**src/rtl/mips_fetch_ifid.sv**
```systemverilog
`default_nettype none
//============================================================================
// Module      : mips_fetch_ifid
// Description : Instruction-fetch stage with IF/ID pipeline register.
//               Owns the PC, runs a req/ack handshake to instruction memory,
//               honours decode stalls (via a one-word skid buffer) and
//               taken-branch redirects (draining any outstanding request).
// Revision    : 1.0 - initial release
//============================================================================
module mips_fetch_ifid #(
  parameter logic [31:0] RESET_PC = 32'h0000_0000
) (
  input  logic        clk,
  input  logic        rst,
  output logic        ImemReq,
  output logic [31:0] ImemAddr,
  input  logic        ImemAck,
  input  logic [31:0] ImemData,
  input  logic        Stall,
  input  logic        BranchTaken,
  input  logic [31:0] BranchTarget,
  output logic        IfIdValid,
  output logic [31:0] IfIdInstr,
  output logic [31:0] IfIdPCPlus4,
  output logic [5:0]  Opcode,
  output logic [4:0]  Rs,
  output logic [4:0]  Rt,
  output logic [4:0]  Rd,
  output logic [4:0]  Shamt,
  output logic [5:0]  Funct,
  output logic [15:0] Imm16,
  output logic [25:0] JumpAddr
);

  // IDLE   : one cycle after reset before the first request
  // FETCH  : request outstanding at r_pc
  // HOLD   : fetched word parked in skid buffer while decode stalls
  // DRAIN  : redirect seen mid-request; wait for the ack, then jump
  typedef enum logic [1:0] {
    S_IDLE  = 2'd0,
    S_FETCH = 2'd1,
    S_HOLD  = 2'd2,
    S_DRAIN = 2'd3
  } state_t;

  state_t      r_state;
  logic [31:0] r_pc;
  logic [31:0] r_skid;
  logic [31:0] r_pend;
  logic [31:0] r_instr;
  logic [31:0] r_pcp4;
  logic        r_valid;
  logic [31:0] w_pc_plus4;

  // Wraps modulo 2^32 naturally; no alignment check.
  assign w_pc_plus4 = r_pc + 32'd4;

  // Fetch FSM, PC, skid buffer and IF/ID register.
  always_ff @(posedge clk or posedge rst) begin
    if (rst) begin
      r_state <= S_IDLE;
      r_pc    <= RESET_PC;
      r_skid  <= 32'h0;
      r_pend  <= 32'h0;
      r_instr <= 32'h0;
      r_pcp4  <= 32'h0;
      r_valid <= 1'b0;
    end else begin
      case (r_state)
        S_IDLE: begin
          r_state <= S_FETCH;
        end

        S_FETCH: begin
          if (ImemAck) begin
            if (BranchTaken) begin
              // Returned word is on the wrong path; refetch from target.
              r_pc    <= BranchTarget;
              r_valid <= 1'b0;
            end else if (Stall) begin
              // Decode busy: park the word, PC already moves on.
              r_skid  <= ImemData;
              r_pc    <= w_pc_plus4;
              r_state <= S_HOLD;
            end else begin
              r_instr <= ImemData;
              r_pcp4  <= w_pc_plus4;
              r_valid <= 1'b1;
              r_pc    <= w_pc_plus4;
            end
          end else begin
            if (BranchTaken) begin
              // Request cannot be cancelled: remember target, wait for ack.
              r_pend  <= BranchTarget;
              r_valid <= 1'b0;
              r_state <= S_DRAIN;
            end else if (!Stall) begin
              r_valid <= 1'b0;
            end
          end
        end

        S_HOLD: begin
          if (BranchTaken) begin
            r_pc    <= BranchTarget;
            r_valid <= 1'b0;
            r_state <= S_FETCH;
          end else if (!Stall) begin
            // r_pc was advanced when the word was parked, so it is PC+4.
            r_instr <= r_skid;
            r_pcp4  <= r_pc;
            r_valid <= 1'b1;
            r_state <= S_FETCH;
          end
        end

        S_DRAIN: begin
          if (ImemAck) begin
            r_pc    <= BranchTaken ? BranchTarget : r_pend;
            r_state <= S_FETCH;
          end else if (BranchTaken) begin
            r_pend <= BranchTarget;
          end
        end

        default: begin
          r_state <= S_IDLE;
        end
      endcase
    end
  end

  assign ImemReq     = (r_state == S_FETCH) || (r_state == S_DRAIN);
  assign ImemAddr    = r_pc;
  assign IfIdValid   = r_valid;
  assign IfIdInstr   = r_instr;
  assign IfIdPCPlus4 = r_pcp4;

  assign Opcode   = r_instr[31:26];
  assign Rs       = r_instr[25:21];
  assign Rt       = r_instr[20:16];
  assign Rd       = r_instr[15:11];
  assign Shamt    = r_instr[10:6];
  assign Funct    = r_instr[5:0];
  assign Imm16    = r_instr[15:0];
  assign JumpAddr = r_instr[25:0];

endmodule
`default_nettype wire

```
**config.mk**
```make
export PLATFORM = sky130hd
export DESIGN_NAME = mips_fetch_ifid
export DESIGN_NICKNAME = d
export VERILOG_FILES = /design/src/rtl/mips_fetch_ifid.sv
export SDC_FILE = /design/constraint.sdc
export NUM_CORES = 1
export LEC_CHECK = 0
export ABC_CLOCK_PERIOD_IN_PS = 6880
export CAP_MARGIN = 20
export CORE_ASPECT_RATIO = 1.75
export CORE_MARGIN = 4
export CORE_UTILIZATION = 40
export DETAILED_ROUTE_END_ITERATION = 8
export PLACE_DENSITY = 0.76
export SKIP_LAST_GASP = 1
export SYNTH_ARGS = -nofsm -noshare
export SYNTH_HDL_FRONTEND = slang
export SYNTH_SLANG_ARGS = --single-unit
```
**constraint.sdc**
```tcl
create_clock -name clk -period 6.88 [get_ports clk]
set_clock_uncertainty 0.2 [all_clocks]
set_input_delay 1.376 -clock clk [delete_from_list [all_inputs] [get_ports clk]]
set_output_delay 1.376 -clock clk [all_outputs]
set_load 0.005 [all_outputs]
```
* Word level (Yosys, flattened, before mapping)
Index checks and enable logic that the tools add are counted.
Storage, ports and cells: register bits after elaboration 163, bits in latches 0, RAM bits 0, memory bits (read-only) 0, output and inout bits 172, word-level logic and storage cells 68, memories 0
Cells by class: $add $sub $neg 1, multiply operators 0, div/mod/pow operators 0, order comparisons 0, eq/ne operators 15, shift-type cells 0, mux-type cells 32, bitwise operators 2, reductions and logical operators 11
Operator list (count):
- 32-bit 2-to-1 mux | 15
- 32-bit case mux with 2 select lines | 2
- 32-bit case mux with 3 select lines | 1
- 32-bit by 3-bit adder with 32-bit output (second input constant) | 1
- 2-bit 2-to-1 mux | 7
- 2-bit inequality test (second input constant) | 7
- 3-bit inequality test (second input constant) | 4
- 2-bit case mux with 4 select lines | 1
- 4-bit AND reduction | 2
- 6-bit AND reduction | 1
- 1-bit 2-to-1 mux | 5
- 5-bit AND reduction | 1
- 2-bit equality test (second input constant) | 2
- 4-bit inequality test (second input constant) | 1
- 2-bit AND reduction | 2
- 3-bit nonzero test | 1
- 2-bit by 1-bit equality test with 1-bit output (second input constant) | 1
- 2-bit logical NOT | 1
- 1-bit inverter | 2
- 1-bit case mux with 2 select lines | 1
- 2-bit nonzero test | 1
- 2-bit OR reduction | 1
- 1-bit logical OR | 1

* Longest topological paths before layout
Gate-level depths: netlist of run 1.
depth after elaboration 5, depth in mapped cells 10, depth with buffers taken out 7

* Worst setup path after synthesis of run 1
No wires, ideal clock.
kind input to register, from input port BranchTaken, to register r_pc[17], in the netlist ImemAddr[17], setup time 0.136 ns, data arrival time 2.709 ns, required time 6.544 ns, setup slack 3.835 ns, stages 7, buffers on the path 2, cells stage by stage buf_2 -> buf_1 -> mux2_2 -> a22oi_1 -> nor2_1 -> a221oi_1 -> o21ai_0
Between the ends: longest elaborated chain between the ends 3, elaborated cells on any way between the ends 7
RTL lines:
- start, declared | RTL line 20 | input logic BranchTaken,
- 32-bit 2-to-1 mux (on tied branches)
- 32-bit 2-to-1 mux (on tied branches) | RTL line 118, 75
- 32-bit case mux with 3 select lines | RTL line 69 | case (r_state)
- end signal, assigned | RTL line 78 | r_pc <= BranchTarget;
- end signal, assigned | RTL line 83 | r_pc <= w_pc_plus4;
- end signal, assigned | RTL line 119 | r_pc <= BranchTaken ? BranchTarget : r_pend;
- end, declared | RTL line 47 | logic [31:0] r_pc;
Several ways; a longest one is shown, not always the timed one. The select of a mux whose other input is x is not followed. A chain may end at the register's enable or synchronous reset.

* Worst setup path after layout of run 1
from register r_state[1], to output port ImemReq
Between the ends: longest elaborated chain between the ends 2, elaborated cells on any way between the ends 3
RTL lines:
- start, declared | RTL line 46 | state_t r_state;
- start signal, assigned | RTL line 61 | r_state <= S_IDLE;
- start signal, assigned | RTL line 71 | r_state <= S_FETCH;
- start signal, assigned | RTL line 84 | r_state <= S_HOLD;
- 2-bit by 1-bit equality test with 1-bit output / 2-bit equality test (equally long branches) | RTL line 133 | assign ImemReq = (r_state == S_FETCH) || (r_state == S_DRAIN);
- 1-bit logical OR * | RTL line 133
- end, declared | RTL line 15 | output logic ImemReq,
Mark *: on every way between the ends. The rest lies on a longest branch, timed or not.

==> results.toml, run 1 <==
[yosys]
synth.ff_latch_count = 163
yosysWarningCount = 0
most_repeated_cell_in_the_gate_level_netlist_after_synthesis = "sky130_fd_sc_hd__dfrtp_1"
syn_nets = 957
syn_inst = 884
yosys-top-cells-count = "sky130_fd_sc_hd__dfrtp_1, sky130_fd_sc_hd__o21ai_0, sky130_fd_sc_hd__nand2_1"
mean_post_synth_cell_area_um2 = 10.15
synth_enable_flop_cells = 0
synth_area_mm2 = 0.008970
post-synth-top-area-cell = "sky130_fd_sc_hd__dfrtp_1"
synth_top_cell_area_share_pct = 45.47
ys_dominant_reg_cell = "sky130_fd_sc_hd__dfrtp_1"
synthDistinctLibCells = 58
synth_async_sr_flop_share_pct = 100.0
synth-seq-area-share_pct = 45.47
ranking_of_synthesized_cells_by_area = "sky130_fd_sc_hd__dfrtp_1, sky130_fd_sc_hd__mux2_2, sky130_fd_sc_hd__buf_4"

[pwr]
comb_power_share_pct = 44.9
power.share.clock_pct = 18.5
power.sequential.fraction_pct = 36.6
p_leak_uw = 0.004586
internal_power_uw = 3324
switchingPower_uw = 1802
power.share.switching_pct = 35.16
pwr_density_cell_mw_per_mm2 = 442.1
peakVddDrop_mv = 0.2162

[sta]
final-max-slew-violation-count = 0
final.period_utilization_pct = 52.77
fmax_ghz = 0.2754
maxSlewHeadroom_pct = 47.81
worst_pin_slew_ps = 782.9
final.min_clock_period_ps = 3630
finalHoldViolCount = 0
finalSetupTns_ps = 0
grt_setup_unrepaired = "false"
setup_viol = 0

[critical_path]
critPathKind = "register to output port"
cp_startpoint_kind = "register"
required_worst_endpoint_ps = 5300
timing.critical_path.to_type = "output port"
crit_arrival_ps = 2050
path_max_fanout = 10

[die]
die_height_um = 206.1
core-area_mm2 = 0.02207
fp.dieArea_mm2 = 0.02498
number_of_placement_rows = 72
design.portCount = 241
die_w_um = 121.2
start_util_pct = 40.64

[hold_path]
timing.hold.worst.class = "register to register"

[layout]
total_of_fill_cells_in_the_finished_design = 1949
layout-drive-gt1-share_pct = 14.34
finish.utilization_pct = 52.53
final_net_count = 1085
area_growth_from_synthesis_to_layout_pct = 29.25

[clocking]
htree_levels = 4
ctsHoldBuffers = 0
clk_pin_slew_ps = 70
cts_tree = "built"
postCtsSetupRepairBufs = 0
cts.path.max_buffers = 2
cts_repair_resize_count = 0
cts_made_buffers = 17
worstSkewPairLatency_ps = 430
cts-root-buf = "sky130_fd_sc_hd__clkbuf_16"
clock_sinks = 163

[global_routing]
grt_pass1_vias = 6973
grt_start_max_net_pins = 126
overall_fraction_of_global_route_tracks_in_use_pct = 19.12
grt_pass1_wl_um = 37720
grt_overflow = 0
grt_antenna_before_repair = 0

[route]
routedWlPerCell_um = 18.15
postRouteAntennaNets = 0
vias = 7071
post_drt_via_cell_ratio = 5.349
drt_pre_antenna_iters = 5
detail_route.iter0.violations = 497
drc_errors = 0
routed_wl_um = 24000

[place]
port_buffers = 240
hpwlAfterDp_um = 17200
place_congestion = 0.8454

[job]
cap_violations = 0

[run_status]
run_status = "completed"
## kinds of logic (layout without fill, tap and decap cells)
| family | Yosys count | in the layout | synth area share, % |
|---|---|---|---|
| AOI/OAI and AO/OA | 187 | 187 | 12.79 |
| xor gates and xnor gates | 43 | 43 | 4.199 |
| adders and majority gates | 4 | 4 | 0.5580 |
| buffers and inverters | 147 | 288 | 10.03 |
| DFF | 163 | 163 | 45.47 |
| muxes | 120 | 120 | 14.59 |
| other | 0 | 1 | 0 |
| and+or+nand+nor | 220 | 220 | 12.36 |
## power groups by stage
stage / combinational, uW / clock (uW) / sequential (uW)
6_report: 2300 / 947 / 1880
3_5_place_dp: 2320 / 0 / 1890
5_1_grt: 2520 / 1010 / 1950
3_3_place_gp: 2260 / 0 / 1860
2_1_floorplan: 1430 / 0 / 1740
4_1_cts: 2320 / 977 / 1880
## layout by cell type (no fill, tap or decap), types with 18 or more instances in the layout
cell type and count:
sky130_fd_sc_hd__a21oi_1 27, sky130_fd_sc_hd__a221oi_1 18, sky130_fd_sc_hd__a22oi_1 21, sky130_fd_sc_hd__clkdlybuf4s50_1 240
sky130_fd_sc_hd__dfrtp_1 163, sky130_fd_sc_hd__mux2_2 86, sky130_fd_sc_hd__mux2i_1 34, sky130_fd_sc_hd__nand2_1 87
sky130_fd_sc_hd__nand3_1 19, sky130_fd_sc_hd__nor2_1 39, sky130_fd_sc_hd__o21ai_0 94, sky130_fd_sc_hd__xnor2_1 21
sky130_fd_sc_hd__xor2_1 22
## per-layer routing
metal | up-vias | GRT usage (%) | part of all wire, %
li1 | 3331 | - | -
met1 | 3383 | 21.55 | 37
met2 | 295 | 34.55 | 53
met3 | 62 | 2.985 | 5.6
met4 | 0 | 9.776 | 4.3
met5 | - | 0 | 0
## final timing paths
| check | cells after the start | start | to | slack [ps] |
|---|---|---|---|---|
| hold reg to reg | 2 | IfIdPCPlus4[13] | IfIdPCPlus4[13] | 280 |
| setup / recovery | 4 | r_state[1] | ImemReq | 3250 |
| min in group asynchronous | 2 | rst | IfIdInstr[14] | 1050 |
| setup reg to reg | 8 | r_state[0] | IfIdPCPlus4[31] | 3630 |
| hold / removal | 2 | IfIdPCPlus4[13] | IfIdPCPlus4[13] | 280 |
| max in group asynchronous | 4 | rst | ImemAddr[5] | 4010 |
## stage by stage
stage | instance area [um2] | hold slack [ps] | cells | power, uW | setup slack (ps)
finish | 11590 | 280.3 | 1322 | 5126 | 3250
global route | 11590 | 309.7 | 1321 | 5478 | 3135
CTS | 11540 | 286.2 | 1319 | 5177 | 3218
detailed placement | 10960 | 271.0 | 1287 | 4208 | 2886
global placement | 10960 | 262.9 | 1287 | 4123 | 2935
floorplan | 8970 | 273.3 | 884 | 3171 | 899.0
## critical path, stage by stage (launching register included)
cell and delay, ps:
sky130_fd_sc_hd__dfrtp_1 450, sky130_fd_sc_hd__inv_1 70, sky130_fd_sc_hd__ha_1 280, sky130_fd_sc_hd__or2_2 360, sky130_fd_sc_hd__clkdlybuf4s50_1 460
## flip-flops by register name (all words and copies together) (netlist names)
signal,flops
r_state,2
IfIdPCPlus4,32
r_pend,32
IfIdInstr,32
ImemAddr,32
IfIdValid,1
r_skid,32
## cell type report
| cell class | instances | area [um2] | area share, % |
|---|---|---|---|
| sequential | 163 | 4079 | 35.18 |
| multi-input combinational | 574 | 4021 | 34.69 |
| timing repair buffer | 250 | 2510 | 21.65 |
| clock buffer | 17 | 425.4 | 3.669 |
| tap | 296 | 370.4 | 3.194 |
| clock inverter | 15 | 157.7 | 1.360 |
| inverter | 6 | 27.53 | 0.2374 |
| antenna | 1 | 2.502 | 0.02158 |
No activity file was read; power rests on OpenSTA's default activity.
==> run 2: changes to the inputs <==
--- a/config.mk
+++ b/config.mk
@@ -5,13 +5,13 @@
 export SDC_FILE = /design/constraint.sdc
 export NUM_CORES = 1
 export LEC_CHECK = 0
-export ABC_CLOCK_PERIOD_IN_PS = 6880
+export ABC_CLOCK_PERIOD_IN_PS = 3000
 export CAP_MARGIN = 20
 export CORE_ASPECT_RATIO = 1.75
 export CORE_MARGIN = 4
 export CORE_UTILIZATION = 40
 export DETAILED_ROUTE_END_ITERATION = 8
-export PLACE_DENSITY = 0.76
+export PLACE_DENSITY = 0.79
 export SKIP_LAST_GASP = 1
 export SYNTH_ARGS = -nofsm -noshare
 export SYNTH_HDL_FRONTEND = slang
==> constraint.sdc (replaced) <==
create_clock -name clk -period 3 [get_ports clk]
set_clock_uncertainty 0.2 [all_clocks]
set_input_delay 0.6 -clock clk [delete_from_list [all_inputs] [get_ports clk]]
set_output_delay 0.6 -clock clk [all_outputs]
set_load 0.005 [all_outputs]
==> run 2 against run 1 <==
  * Register-to-register slack got worse by 3300 ps
  * Setup slack lost 3100 ps
  * Design area is 1.3% higher
  * Sequential share of layout area decreased by 0.45 points
  * Clock-buffer cell count up 3
  * Clock power up 110%
==> results.toml, run 2 (synthesis results as in run 1) <==
[sta]
grt_setup_unrepaired = "false"
final-max-slew-violation-count = 0
finalHoldViolCount = 0
worst_pin_slew_ps = 834.9
final.period_utilization_pct = 94.87
fmax_ghz = 0.3513
maxSlewHeadroom_pct = 44.34
final.min_clock_period_ps = 2846
setup_viol = 0
finalSetupTns_ps = 0
holdWs_ps = 275.7

[critical_path]
critPathKind = "register to output port"
cp_startpoint_kind = "register"
timing.critical_path.to_type = "output port"
ff2ff_setup_slack_ps = 340
ff2ff_path_depth = 6
r2r-end = "ImemAddr[30]"
crit_arrival_ps = 2050
reg2reg_from = "ImemAddr[3]"
path_max_fanout = 10
required_worst_endpoint_ps = 2200

[die]
start_util_pct = 40.64
number_of_placement_rows = 72
die_height_um = 206.1
fp.dieArea_mm2 = 0.02498
core-area_mm2 = 0.02207
die_w_um = 121.2
design.portCount = 241

[global_routing]
grt-busiest-layer = "met2"
grt_start_max_net_pins = 65
use_met2_pct = 35.29
grt_util_met1_pct = 21.29
grt_overflow = 0
grt_pass1_wl_um = 38070
grt_pass1_vias = 7017
groute.layer.met3.usage_pct = 2.848
overall_fraction_of_global_route_tracks_in_use_pct = 19.27
grt_antenna_before_repair = 0

[clocking]
clk_pin_slew_ps = 60
htree_levels = 4
cts_tree = "built"
cts-root-buf = "sky130_fd_sc_hd__clkbuf_16"
ctsHoldBuffers = 0
cts.path.max_buffers = 2
cts_repair_resize_count = 0
postCtsSetupRepairBufs = 0
clock_sinks = 163
worstSkewPairLatency_ps = 420
cts_made_buffers = 17

[job]
cap_violations = 0

[layout]
most_common_cell_after_layout_fill_and_taps_aside = "sky130_fd_sc_hd__clkdlybuf4s50_1"
antenna_cells = 0
layout-drive-gt1-share_pct = 15.79
final-instance-count-excl-fill = 1341
final_net_count = 1108
area_growth_from_synthesis_to_layout_pct = 30.91
layout.cells.most_common_list = "sky130_fd_sc_hd__clkdlybuf4s50_1, sky130_fd_sc_hd__dfrtp_1, sky130_fd_sc_hd__o21ai_0"

[route]
routedWlPerCell_um = 18.05
routed_wl_um = 24200
drt_pre_antenna_iters = 5
vias = 7118
detail_route.iter0.violations = 701
drc_errors = 0
post_drt_via_cell_ratio = 5.308
postRouteAntennaNets = 0

[place]
hpwlAfterDp_um = 17950
port_buffers = 240
place_congestion = 0.8547
dp_cells = 1312

[hold_path]
hold-path-cell-count = 2
timing.hold.worst.class = "register to register"
hold_path_startpoint = "IfIdPCPlus4[17]"
holdPathEnd = "IfIdPCPlus4[17]"

[pwr]
peakVddDrop_mv = 0.4262
report.power.total_uw = 11770
p_leak_uw = 0.004675
pwr_density_cell_mw_per_mm2 = 1003

[run_status]
run_status = "completed"
-- run 2: layout make-up --
class	count	area (um2)
well taps	296	370.4
clock inverters	9	86.33
repair buffers	273	2713
fillers	1927	10330
flip-flops and latches	163	4079
multi-input cells	574	4021
inverters	6	26.28
clock buffers	20	446.7
-- run 2: how the worst max path moves through the flow --
| stage | cells after the start | slack [ps] | endpoint | start |
|---|---|---|---|---|
| after floorplan | 1 | 130 | IfIdInstr[0] | rst |
| after CTS | 4 | 110 | ImemReq | r_state[1] |
| after global placement | 4 | 280 | r_pend[27] | ImemAck |
| final | 4 | 150 | ImemReq | r_state[1] |
| after global routing | 4 | 60 | ImemReq | r_state[1] |
| after detailed placement | 4 | 240 | r_pend[12] | ImemAck |
-- run 2: metrics by stage --
stage          cell area, um2  setup slack (ps)  utilization, %
2_1_floorplan            8974             129.2               -
5_1_grt                 11740             55.44           53.20
6_report                11740             153.8           53.20
3_3_place_gp            11210             275.7           50.79
3_5_place_dp            11210             244.9           50.79
4_1_cts                 11740             111.5           53.20
-- run 2: worst max-delay path, cell delays in order, from the launching register on --
cell,delay (ps)
sky130_fd_sc_hd__dfrtp_1,440
sky130_fd_sc_hd__inv_1,70
sky130_fd_sc_hd__ha_1,290
sky130_fd_sc_hd__or2_2,360
sky130_fd_sc_hd__clkdlybuf4s50_1,480
-- run 2: routing by layer --
| metal | vias up | routed length (um) | share of wire, % |
|---|---|---|---|
| met1 | 3431 | 9144 | 38 |
| met5 | - | 0 | 0 |
| met3 | 56 | 1110 | 4.6 |
| met2 | 265 | 12970 | 54 |
| met4 | 0 | 972 | 4.0 |
| li1 | 3366 | - | - |
-- run 2: where the power goes --
group | internal (uW) | switching, uW | leakage (uW) | total, uW
combinational | 3330 | 2220 | 0.00241 | 5540
clock | 1150 | 864 | 0.000246 | 2010
sequential | 3260 | 966 | 0.00202 | 4220
total | 7730 | 4050 | 0.00467 | 11800
==> run 3: changes to the inputs <==
--- a/config.mk
+++ b/config.mk
@@ -12,6 +12,7 @@
 export CORE_UTILIZATION = 40
 export DETAILED_ROUTE_END_ITERATION = 8
 export PLACE_DENSITY = 0.79
+export REMOVE_ABC_BUFFERS = 1
 export SKIP_LAST_GASP = 1
 export SYNTH_ARGS = -nofsm -noshare
 export SYNTH_HDL_FRONTEND = slang
==> run 3 against run 2 <==
  * Non-clock buffer count fell by 7
  * Via count rose by 0.91%
  * Routed wire length rose by 1.7%
  * Hold slack barely moved
  * Critical path depth did not move
  * Global-route usage rose by 0.18 points
  * Die area did not move
  * Final cell count fell by 0.22%
  * Sequential power rose by 1%
  * Register-to-register slack got worse by 120 ps
==> results.toml, run 3 (synthesis results as in run 1) <==
[critical_path]
timing.critical_path.to_type = "output port"
required_worst_endpoint_ps = 2200
path_max_fanout = 10
top_cell_family_by_delay_on_the_critical_path = "buffers and inverters"
ff2ff_setup_slack_ps = 220
crit_chain = "inv_1, ha_1, or2_2, clkdlybuf4s50_1"
critPathKind = "register to output port"
max_stage_delay_ps = 490
cp_startpoint_kind = "register"
slowest_stage = "sky130_fd_sc_hd__clkdlybuf4s50_1"
worst-path-buf-inv = 2
crit_arrival_ps = 2060

[sta]
finalHoldViolCount = 0
final.min_clock_period_ps = 2861
final.period_utilization_pct = 95.38
setup_viol = 0
final-max-slew-violation-count = 0
grt_setup_unrepaired = "false"
worst_setup_slack_after_layout_ps = 138.7
worst_pin_slew_ps = 827.3
maxSlewHeadroom_pct = 44.85
fmax_ghz = 0.3495

[die]
start_util_pct = 40.64
design.portCount = 241
number_of_placement_rows = 72
fp.dieArea_mm2 = 0.02498
core-area_mm2 = 0.02207
die_w_um = 121.2
die_height_um = 206.1

[route]
drc_errors = 0
post_drt_via_cell_ratio = 5.368
routedWlPerCell_um = 18.40
postRouteAntennaNets = 0
vias = 7183
drt_pre_antenna_iters = 8
routed_wl_um = 24620
detail_route.iter0.violations = 587

[global_routing]
grt_pass1_vias = 7197
grt_antenna_before_repair = 1
grt_start_max_net_pins = 70
grt_pass1_wl_um = 38250
grt_overflow = 0
overall_fraction_of_global_route_tracks_in_use_pct = 19.45

[layout]
most_common_cell_after_layout_fill_and_taps_aside = "sky130_fd_sc_hd__clkdlybuf4s50_1"
layout.cells.most_common_list = "sky130_fd_sc_hd__clkdlybuf4s50_1, sky130_fd_sc_hd__dfrtp_1, sky130_fd_sc_hd__o21ai_0"
layout-drive-gt1-share_pct = 15.66
final_net_count = 1101
area_growth_from_synthesis_to_layout_pct = 30.81

[clocking]
cts.path.max_buffers = 2
postCtsSetupRepairBufs = 0
cts_made_buffers = 17
ctsHoldBuffers = 0
cts_tree = "built"
htree_levels = 4
clk_pin_slew_ps = 60
cts_repair_resize_count = 0
cts-root-buf = "sky130_fd_sc_hd__clkbuf_16"
clock_sinks = 163
worstSkewPairLatency_ps = 430

[pwr]
pwr_density_cell_mw_per_mm2 = 1013
p_leak_uw = 0.004685
peakVddDrop_mv = 0.6545
report.power.total_uw = 11890

[run_status]
run_status = "completed"

[job]
cap_violations = 0

[place]
pre_cts_ws_ps = 102.8
hpwlAfterDp_um = 18040
port_buffers = 240
place_congestion = 0.8742

[hold_path]
timing.hold.worst.class = "register to register"
[run 3: changes by cell type in the layout (fill, tap and decap cells not counted)]
cell	before	now
sky130_fd_sc_hd__buf_2	0	1
sky130_fd_sc_hd__buf_4	28	21
sky130_fd_sc_hd__bufinv_16	1	2
sky130_fd_sc_hd__clkbuf_1	2	1
sky130_fd_sc_hd__clkdlybuf4s50_1	240	239
sky130_fd_sc_hd__clkinv_2	2	5
sky130_fd_sc_hd__clkinv_4	1	3
sky130_fd_sc_hd__clkinvlp_4	6	2
sky130_fd_sc_hd__diode_2	0	1
sky130_fd_sc_hd__inv_6	0	2
[run 3: cell type report]
cell class	instances	area [um2]
fill	1925	10340
sequential	163	4079
multi-input combinational	574	4021
timing repair buffer	266	2655
clock buffer	19	442.9
tap	296	370.4
clock inverter	13	135.1
inverter	6	27.53
antenna	1	2.502
[run 3: worst paths after layout]
| path | from | to | cells past startpoint |
|---|---|---|---|
| worst max-delay path | r_state[1] | ImemReq | 4 |
| worst min-delay path | IfIdPCPlus4[17] | IfIdPCPlus4[17] | 2 |
| worst max register to register | r_state[1] | ImemAddr[17] | 8 |
| worst min register to register | IfIdPCPlus4[17] | IfIdPCPlus4[17] | 2 |
| max in group asynchronous | rst | ImemAddr[16] | 3 |
| min in group asynchronous | rst | IfIdInstr[4] | 2 |
[run 3: per-stage QoR]
step           cell area, um2  hold slack, ps  util [%]  cells  setup TNS (ps)
2_1_floorplan            8093           273.3         -    743         -512480
3_3_place_gp            11150           262.3     50.53   1305               0
3_5_place_dp            11150           268.9     50.53   1305               0
4_1_cts                 11730           283.0     53.15   1337               0
5_1_grt                 11730           309.3     53.16   1338               0
6_report                11730           276.1     53.16   1338               0
[run 3: tightest hold or removal path: stages (launching register included)]
cell                      delay (ps)
sky130_fd_sc_hd__dfrtp_1         340
sky130_fd_sc_hd__nand2_1          40
sky130_fd_sc_hd__o21ai_0          60
[run 3: metal layers]
metal,routed length [um],track usage (%),vias to the layer above
met3,1089,3.368,75
met2,13340,35.51,265
met1,8961,20.79,3488
li1,-,-,3355
met4,1235,11.34,0
met5,0,0,-
[run 3: power breakdown]
| part | leakage, uW | switching (uW) | internal (uW) |
|---|---|---|---|
| Clock | 0.000283 | 909 | 1250 |
| Sequential | 0.00202 | 1030 | 3250 |
| Combinational | 0.00238 | 2170 | 3280 |
